$ cat src/rtl/load_store_unit_if.sv
// Data-memory request/acknowledge bus between the load/store unit and memory.
// The LSU drives the request side; memory returns the acknowledge and read word.
interface load_store_unit_if;
    logic        MemReq;
    logic        MemWe;
    logic [31:0] MemAddr;
    logic [3:0]  MemBe;
    logic [31:0] MemWData;
    logic        MemAck;
    logic [31:0] MemRData;

    modport master (
        output MemReq,
        output MemWe,
        output MemAddr,
        output MemBe,
        output MemWData,
        input  MemAck,
        input  MemRData
    );

    modport slave (
        input  MemReq,
        input  MemWe,
        input  MemAddr,
        input  MemBe,
        input  MemWData,
        output MemAck,
        output MemRData
    );
endinterface

$ cat src/rtl/load_store_unit.sv
// Execute-to-memory load/store unit: byte/half/word accesses over a req/ack
// memory port, with sign/zero extension, core stall and fault reporting.
module load_store_unit #(
    parameter int TIMEOUT = 16
) (
    input  logic        clk,
    input  logic        rst_n,
    input  logic [31:0] AluRes,
    input  logic [31:0] StoreData,
    input  logic        MemRead,
    input  logic        MemWrite,
    input  logic [2:0]  Funct3,
    output logic        Busy,
    output logic        Done,
    output logic        Fault,
    output logic [31:0] LoadData,
    load_store_unit_if.master mem
);

    typedef enum logic [1:0] {
        ST_IDLE = 2'b00,
        ST_REQ  = 2'b01,
        ST_DONE = 2'b10
    } state_t;

    localparam logic [7:0] TO_LAST = 8'(TIMEOUT - 1);

    // Byte-lane enables for a given size (Funct3[1:0]) and byte offset.
    function automatic logic [3:0] laneEnable(input logic [1:0] size, input logic [1:0] offs);
        logic [3:0] be;
        case (size)
            2'b00:   be = 4'b0001 << offs;
            2'b01:   be = offs[1] ? 4'b1100 : 4'b0011;
            2'b10:   be = 4'b1111;
            default: be = 4'b0000;
        endcase
        return be;
    endfunction

    // Store data replicated across every lane the access could touch.
    function automatic logic [31:0] laneData(input logic [1:0] size, input logic [31:0] sd);
        logic [31:0] wd;
        case (size)
            2'b00:   wd = {4{sd[7:0]}};
            2'b01:   wd = {2{sd[15:0]}};
            2'b10:   wd = sd;
            default: wd = 32'h0000_0000;
        endcase
        return wd;
    endfunction

    // Selects the addressed lane from the read word and extends it.
    function automatic logic [31:0] extractLoad(input logic [2:0] f3, input logic [1:0] offs,
                                                input logic [31:0] rd);
        logic [7:0]  b;
        logic [15:0] h;
        logic [31:0] res;
        case (offs)
            2'b00:   b = rd[7:0];
            2'b01:   b = rd[15:8];
            2'b10:   b = rd[23:16];
            2'b11:   b = rd[31:24];
            default: b = 8'h00;
        endcase
        h = offs[1] ? rd[31:16] : rd[15:0];
        case (f3)
            3'b000:  res = {{24{b[7]}}, b};
            3'b001:  res = {{16{h[15]}}, h};
            3'b010:  res = rd;
            3'b100:  res = {24'h000000, b};
            3'b101:  res = {16'h0000, h};
            default: res = 32'h0000_0000;
        endcase
        return res;
    endfunction

    // Stores only allow signed-size encodings; loads also allow BU/HU.
    function automatic logic funct3Legal(input logic isStore, input logic [2:0] f3);
        logic ok;
        if (isStore) begin
            ok = (f3 == 3'b000) || (f3 == 3'b001) || (f3 == 3'b010);
        end else begin
            ok = (f3 != 3'b011) && (f3 != 3'b110) && (f3 != 3'b111);
        end
        return ok;
    endfunction

    // Half accesses need an even address, word accesses a word-aligned one.
    function automatic logic misaligned(input logic [2:0] f3, input logic [1:0] offs);
        return ((f3[1:0] == 2'b01) && offs[0]) || ((f3[1:0] == 2'b10) && (offs != 2'b00));
    endfunction

    state_t      state_r;
    logic [7:0]  timeoutCnt_r;
    logic        isStore_r;
    logic [2:0]  funct3_r;
    logic [1:0]  byteOff_r;
    logic        memReq_r;
    logic        memWe_r;
    logic [31:0] memAddr_r;
    logic [3:0]  memBe_r;
    logic [31:0] memWData_r;
    logic        done_r;
    logic        fault_r;
    logic [31:0] loadData_r;

    logic        start_s;
    logic        isStore_s;
    logic        accessOk_s;
    logic [3:0]  beNext_s;
    logic [31:0] wdNext_s;
    logic        busy_s;

    // Decode of the incoming instruction and the combinational stall.
    always_comb begin
        start_s    = MemRead | MemWrite;
        isStore_s  = MemWrite;
        accessOk_s = funct3Legal(isStore_s, Funct3) && !misaligned(Funct3, AluRes[1:0]);
        beNext_s   = laneEnable(Funct3[1:0], AluRes[1:0]);
        wdNext_s   = laneData(Funct3[1:0], StoreData);
        busy_s     = rst_n && (((state_r == ST_IDLE) && start_s) || (state_r == ST_REQ));
    end

    // Transaction FSM with all outputs except Busy registered.
    always_ff @(posedge clk) begin
        if (!rst_n) begin
            state_r      <= ST_IDLE;
            timeoutCnt_r <= 8'h00;
            isStore_r    <= 1'b0;
            funct3_r     <= 3'b000;
            byteOff_r    <= 2'b00;
            memReq_r     <= 1'b0;
            memWe_r      <= 1'b0;
            memAddr_r    <= 32'h0000_0000;
            memBe_r      <= 4'b0000;
            memWData_r   <= 32'h0000_0000;
            done_r       <= 1'b0;
            fault_r      <= 1'b0;
            loadData_r   <= 32'h0000_0000;
        end else begin
            case (state_r)
                ST_IDLE: begin
                    done_r  <= 1'b0;
                    fault_r <= 1'b0;
                    if (start_s) begin
                        if (!accessOk_s) begin
                            // Rejected before the bus is touched.
                            state_r    <= ST_DONE;
                            done_r     <= 1'b1;
                            fault_r    <= 1'b1;
                            loadData_r <= 32'h0000_0000;
                        end else begin
                            state_r      <= ST_REQ;
                            timeoutCnt_r <= 8'h00;
                            isStore_r    <= isStore_s;
                            funct3_r     <= Funct3;
                            byteOff_r    <= AluRes[1:0];
                            memReq_r     <= 1'b1;
                            memWe_r      <= isStore_s;
                            memAddr_r    <= {AluRes[31:2], 2'b00};
                            memBe_r      <= beNext_s;
                            memWData_r   <= wdNext_s;
                        end
                    end else begin
                        state_r <= ST_IDLE;
                    end
                end
                ST_REQ: begin
                    // An ack on the expiry cycle still completes the access.
                    if (mem.MemAck) begin
                        state_r  <= ST_DONE;
                        memReq_r <= 1'b0;
                        done_r   <= 1'b1;
                        fault_r  <= 1'b0;
                        if (!isStore_r) begin
                            loadData_r <= extractLoad(funct3_r, byteOff_r, mem.MemRData);
                        end else begin
                            loadData_r <= loadData_r;
                        end
                    end else if (timeoutCnt_r == TO_LAST) begin
                        state_r    <= ST_DONE;
                        memReq_r   <= 1'b0;
                        done_r     <= 1'b1;
                        fault_r    <= 1'b1;
                        loadData_r <= 32'h0000_0000;
                    end else begin
                        timeoutCnt_r <= timeoutCnt_r + 8'h01;
                    end
                end
                ST_DONE: begin
                    state_r <= ST_IDLE;
                    done_r  <= 1'b0;
                    fault_r <= 1'b0;
                end
                default: begin
                    state_r  <= ST_IDLE;
                    memReq_r <= 1'b0;
                    done_r   <= 1'b0;
                    fault_r  <= 1'b0;
                end
            endcase
        end
    end

    assign Busy         = busy_s;
    assign Done         = done_r;
    assign Fault        = fault_r;
    assign LoadData     = loadData_r;
    assign mem.MemReq   = memReq_r;
    assign mem.MemWe    = memWe_r;
    assign mem.MemAddr  = memAddr_r;
    assign mem.MemBe    = memBe_r;
    assign mem.MemWData = memWData_r;

endmodule

$ cat src/flat_wrapper.sv
// flat-port wrapper written by rule: the top's interface ports become plain ports
module load_store_unit_flat 
#(
    parameter int TIMEOUT = 16
)
  (clk, rst_n, AluRes, StoreData, MemRead, MemWrite, Funct3, Busy, Done, Fault, LoadData, mem_MemReq, mem_MemWe, mem_MemAddr, mem_MemBe, mem_MemWData, mem_MemAck, mem_MemRData);
  load_store_unit_if mem_i ();
  input  logic clk;
  input  logic rst_n;
  input  logic [31:0] AluRes;
  input  logic [31:0] StoreData;
  input  logic MemRead;
  input  logic MemWrite;
  input  logic [2:0] Funct3;
  output logic Busy;
  output logic Done;
  output logic Fault;
  output logic [31:0] LoadData;
  output wire logic [$bits(mem_i.MemReq)-1:0] mem_MemReq;
  output wire logic [$bits(mem_i.MemWe)-1:0] mem_MemWe;
  output wire logic [$bits(mem_i.MemAddr)-1:0] mem_MemAddr;
  output wire logic [$bits(mem_i.MemBe)-1:0] mem_MemBe;
  output wire logic [$bits(mem_i.MemWData)-1:0] mem_MemWData;
  input wire logic [$bits(mem_i.MemAck)-1:0] mem_MemAck;
  input wire logic [$bits(mem_i.MemRData)-1:0] mem_MemRData;
  assign mem_MemReq = mem_i.MemReq;
  assign mem_MemWe = mem_i.MemWe;
  assign mem_MemAddr = mem_i.MemAddr;
  assign mem_MemBe = mem_i.MemBe;
  assign mem_MemWData = mem_i.MemWData;
  assign mem_i.MemAck = mem_MemAck;
  assign mem_i.MemRData = mem_MemRData;
  load_store_unit #(.TIMEOUT(TIMEOUT)) u_core (.clk(clk), .rst_n(rst_n), .AluRes(AluRes), .StoreData(StoreData), .MemRead(MemRead), .MemWrite(MemWrite), .Funct3(Funct3), .Busy(Busy), .Done(Done), .Fault(Fault), .LoadData(LoadData), .mem(mem_i));
endmodule
$ cat config.mk
export PLATFORM = sky130hd
export DESIGN_NAME = load_store_unit_flat
export DESIGN_NICKNAME = d
export VERILOG_FILES = /design/src/rtl/load_store_unit_if.sv /design/src/rtl/load_store_unit.sv /design/src/flat_wrapper.sv
export SDC_FILE = /design/constraint.sdc
export NUM_CORES = 1
export LEC_CHECK = 0
export CAP_MARGIN = 20
export CORE_MARGIN = 5
export CORE_UTILIZATION = 48
export CTS_CLUSTER_SIZE = 24
export DETAILED_ROUTE_END_ITERATION = 7
export PLACE_DENSITY = 0.85
export SYNTH_ARGS = -nofsm -noshare
export SYNTH_HDL_FRONTEND = slang
export SYNTH_SLANG_ARGS = --single-unit
$ cat constraint.sdc
create_clock -name clk -period 3.7 [get_ports clk]
set_clock_uncertainty 0.05 [all_clocks]
set_input_delay 0.925 -clock clk [delete_from_list [all_inputs] [get_ports clk]]
set_output_delay 0.925 -clock clk [all_outputs]
set_load 0.03 [all_outputs]
# Word level (Yosys, flattened, before mapping)

Cells that the tools add are included.

Reductions and logical operators: 23
Equality and inequality tests: 24
Add/subtract/negate cells: 1
Bitwise gates (word level): 2
Muxes and demuxes: 35
Shift-type cells: 1

Operators by type and width:

| kind                                                | number |
|---|---|
| two-way mux 32 bit                                  | 5 |
| case mux 32 bit (5 select lines)                    | 1 |
| case mux 32 bit (3 select lines)                    | 1 |
| case mux 32 bit (2 select lines)                    | 1 |
| two-way mux 8 bit                                   | 4 |
| case mux 8 bit (4 select lines)                     | 1 |
| two-way mux 16 bit                                  | 1 |
| case mux 8 bit (2 select lines)                     | 1 |
| != test 3 bit, second input constant                | 4 |
| case mux 4 bit (3 select lines)                     | 1 |
| two-way mux 1 bit                                   | 10 |
| AND reduction 5 bit                                 | 2 |
| adder 8 x 1 -> 8 bit, second input constant         | 1 |
| equality test 2 bit, second input constant          | 4 |
| equality test 8 x 4 -> 1 bit, second input constant | 1 |
| two-way mux 2 bit                                   | 4 |
| logical AND 1 bit                                   | 7 |
| equality test 2 x 1 -> 1 bit, second input constant | 3 |
| equality test 3 x 1 -> 1 bit, second input constant | 2 |
| equality test 3 x 2 -> 1 bit, second input constant | 2 |
| equality test 3 bit, second input constant          | 2 |
| logical NOT 2 bit                                   | 3 |
| logical NOT 3 bit                                   | 2 |
| != test 2 bit, second input constant                | 3 |
| 14 further kinds                                    | 20 |

Logic and storage cells: 98
Input port bits: 104
Output and inout bits: 105
Register bits after elaboration: 117

# Longest topological paths before layout

Depth in word-level cells: 8
Gate-level depth with buffers: 7
Mapped depth without buffers: 5

# Worst setup path before layout

OpenSTA, ideal clock, no wires.

Path kind: input to output
From: input rst_n
To: output Busy
Data arrival time: 1.912 ns
Path buffers: 1
Stages on the path: 2
Data required time: 2.725 ns
Slack: 0.813 ns
Path through: clkbuf_1 nor3b_1

Cells in the longest elaborated chain, start to end: 1

RTL lines:

| what              | RTL line               | text |
|---|---|---|
| from (decl)       | flat_wrapper.sv:9      | `input logic rst_n;` |
| logical AND 1 bit | load_store_unit.sv:121 | `busy_s = rst_n && (((state_r == ST_IDLE) && start_s) \|\| (state_r == ST_REQ));` |
| to (decl)         | flat_wrapper.sv:15     | `output logic Busy;` |

Every way passes these cells.

# Worst setup path after layout

From: input MemWrite
To: output Busy

Cells in the longest elaborated chain, start to end: 4

RTL lines:

| what              | RTL line               | text |
|---|---|---|
| from (decl)       | flat_wrapper.sv:13     | `input logic MemWrite;` |
| OR 1 bit          | load_store_unit.sv:116 | `start_s = MemRead \| MemWrite;` |
| logical AND 1 bit | load_store_unit.sv:121 |  |
| logical OR 1 bit  | load_store_unit.sv:121 |  |
| logical AND 1 bit | load_store_unit.sv:121 |  |

Every way passes these cells.

==> out/results.ini <==
[run_status]
status = complete, no violations

[routing]
first_pass_iters = 4
routed_wl_um = 18370
vias_per_cell = 5.712
antenna_left = 0
wl_per_cell_um = 18.70
route.vias.total = 5609
drc = 0
drt_iter0_markers = 425

[clocking]
insertion_delay_ns = 0.41
post-cts-setup-buffers = 0
cts_made_buffers = 17
cts_tree = done
hold_buffers = 0
ctsHtreeMaxLevel = 4
cts_root_buffer = clkbuf_16
path_clk_slew_ns = 0.05
cts.path.max_buffers = 2
clock-sinks = 116
post_cts_resized = 0

[pwr]
p_leak_nw = 3.297
power_density_nw_per_um2 = 436.8
ir_drop_v = 0.0004160
total_power_mw = 3.654

[floorplanning]
die_area_um2 = 14150
dieHeight_um = 118.9
rows = 39
core_um2 = 11520
die_w_um = 118.9
io_pins = 209
initial_utilization_pct = 49.47

[place]
hpwl_um = 13240
placed_area_um2 = 7805
gp_congestion = 0.9193
pre_cts_slack_ns = 0.2126
dp_cells = 952
port_buffers = 206

[run]
max_cap_viol_count = 0

[layout]
area_delta_synth_final_pct = 46.85
final_area_um2 = 8366
nets = 934
diodes = 0
final_cell_mix = clkdlybuf4s50_1 (205), nand2_1 (129), dfxtp_1 (116), mux2i_1 (51), a21boi_0 (39)
final_common_cell = clkdlybuf4s50_1
final_cells = 982
nFillCells = 824
layout-drive-gt1-share_pct = 5.959

[synth]
syn-cell-area_um2 = 5697
ys_seq_elements = 116
ys_types = 56
yosys.area_share.simple_pct = 18.69
synthCells = 648
ys.flop_type = dfxtp_1
synth_compound_area_share_pct = 24.67
synth-xor-area-share_pct = 0.7687
yosys_warnings = 0
synth_mux_area_share_pct = 9.356
avgSynthCellArea_um2 = 8.791
async_flop_share_pct = 0
yosysSeqAreaShare_pct = 40.76
synth_top_family_by_area = compound AO/OA/AOI/OAI gates
synth_edf_count = 0
synth-adder-area-share_pct = 0.2196

[worst_setup_path]
worstPathRequired_ns = 2.72
arrival_ns = 2.53
r2r_end = u_core.LoadData[30]
worstSetupPathType = in2out
r2r_cells = 5
start_kind = input pin
r2r-start = u_core.state_r[0]
reg2reg_slack_ns = 1.40
worstPathMaxFanout = 4
crit_path_end_kind = output port

[global_routing]
antenna_found_initial = 0
overflow = 0
grt_pass1_vias = 5752
grt_max_degree = 113
grt_pass1_wl_um = 29400
grt_usage_pct = 25.68

[timing]
setup_slack_ns = 0.1972
period_needed_ns = 3.503
rsz0062_at_grt = false
fin_setup_tns_ns = 0
finalHoldViolCount = 0
setup_violations = 0
worst_pin_slew_ns = 0.9959
fmax_ghz = 0.2855
final-max-slew-violation-count = 0
min_period_over_period_pct = 94.67
slew_headroom_pct = 33.61

[min_path]
hold_path_class = reg2reg
min_from = u_core.mem.MemAddr[20]
min_to = u_core.mem.MemAddr[20]
hold_depth = 2

[state kept, by name, summed over array words and instances (netlist names), 2 cells and up]
register	flops
u_core.LoadData	32
u_core.byteOff_r	2
u_core.funct3_r	3
u_core.mem.MemAddr	30
u_core.mem.MemBe	4
u_core.mem.MemWData	32
u_core.state_r	2
u_core.timeoutCnt_r	8
[worst max-delay path, stage by stage]
cell	delay (ns)
clkdlybuf4s50_1	0.52
nor3_1	0.11
nor3b_1	0.22
clkdlybuf4s50_1	0.75
[cell usage after synthesis (7+ instances only)]
| cell | number | area share [%] |
|---|---|---|
| a2bb2oi_1 | 12 | 1.8 |
| a221oi_1 | 8 | 1.2 |
| nor2_1 | 21 | 1.4 |
| a21boi_0 | 39 | 5.1 |
| clkbuf_1 | 33 | 2.2 |
| buf_2 | 15 | 1.3 |
| o2bb2ai_1 | 9 | 1.4 |
| nand2_1 | 129 | 8.5 |
| o211ai_1 | 17 | 2.2 |
| o211a_1 | 16 | 2.8 |
| o21ai_0 | 17 | 1.5 |
| dfxtp_1 | 116 | 41 |
| a21boi_1 | 11 | 1.4 |
| buf_4 | 7 | 0.92 |
| nand3_1 | 15 | 1.3 |
| mux2i_1 | 51 | 9.0 |
| nor3b_1 | 13 | 1.7 |
| o31ai_1 | 17 | 2.2 |
| inv_1 | 13 | 0.86 |
| and2_1 | 16 | 1.8 |
[worst max-delay path by stage]
stage / startpoint / endpoint / slack, ns
after floorplan: rst_n / Busy / 0.81
after global placement: MemWrite / Busy / 0.23
after detailed placement: MemWrite / Busy / 0.21
after CTS: MemWrite / Busy / 0.20
after global routing: MemWrite / Busy / 0.13
final: MemWrite / Busy / 0.20
[per-layer routing]
metal	vias to the layer above	GRT usage [%]	wire (µm)
met1	2646	27.96	7106
li1	2678	-	-
met3	31	13.84	2104
met4	0	8.400	387
met2	254	42.95	8769
met5	-	0	0
[power breakdown]
group,leakage (nW),switching (mW),internal [mW],total [mW]
logic,2.09,0.411,0.339,0.750
clock network,0.266,0.531,1.01,1.54
registers,0.943,0.0473,1.32,1.36
total,3.30,0.989,2.67,3.65
[cell families after synthesis]
family / after synthesis
XOR/XNOR: 5
AND/OR/NAND/NOR: 224
other: 1
AO/OA/AOI/OAI: 178
buffers and inverters: 71
flip-flops: 116
adder cells (fa/ha/maj): 1
multiplexers: 52
[cell type report]
type	instances	area [µm²]	area share, %
Multi-Input combinational cell	462	3095	37.00
Clock buffer	24	471.7	5.639
Timing Repair Buffer	219	2171	25.95
Clock inverter	5	77.57	0.9273
Sequential cell	116	2322	27.76
Inverter	13	48.80	0.5833
Tap cell	143	178.9	2.139
[metrics by stage]
step,hold WS (ns),util (%)
floorplan,0.4122,-
global placement,0.3897,67.71
detailed placement,0.3975,67.77
CTS,0.4059,72.54
global route,0.4282,72.64
finish,0.4047,72.64
Power figures use the tool's default switching activity.
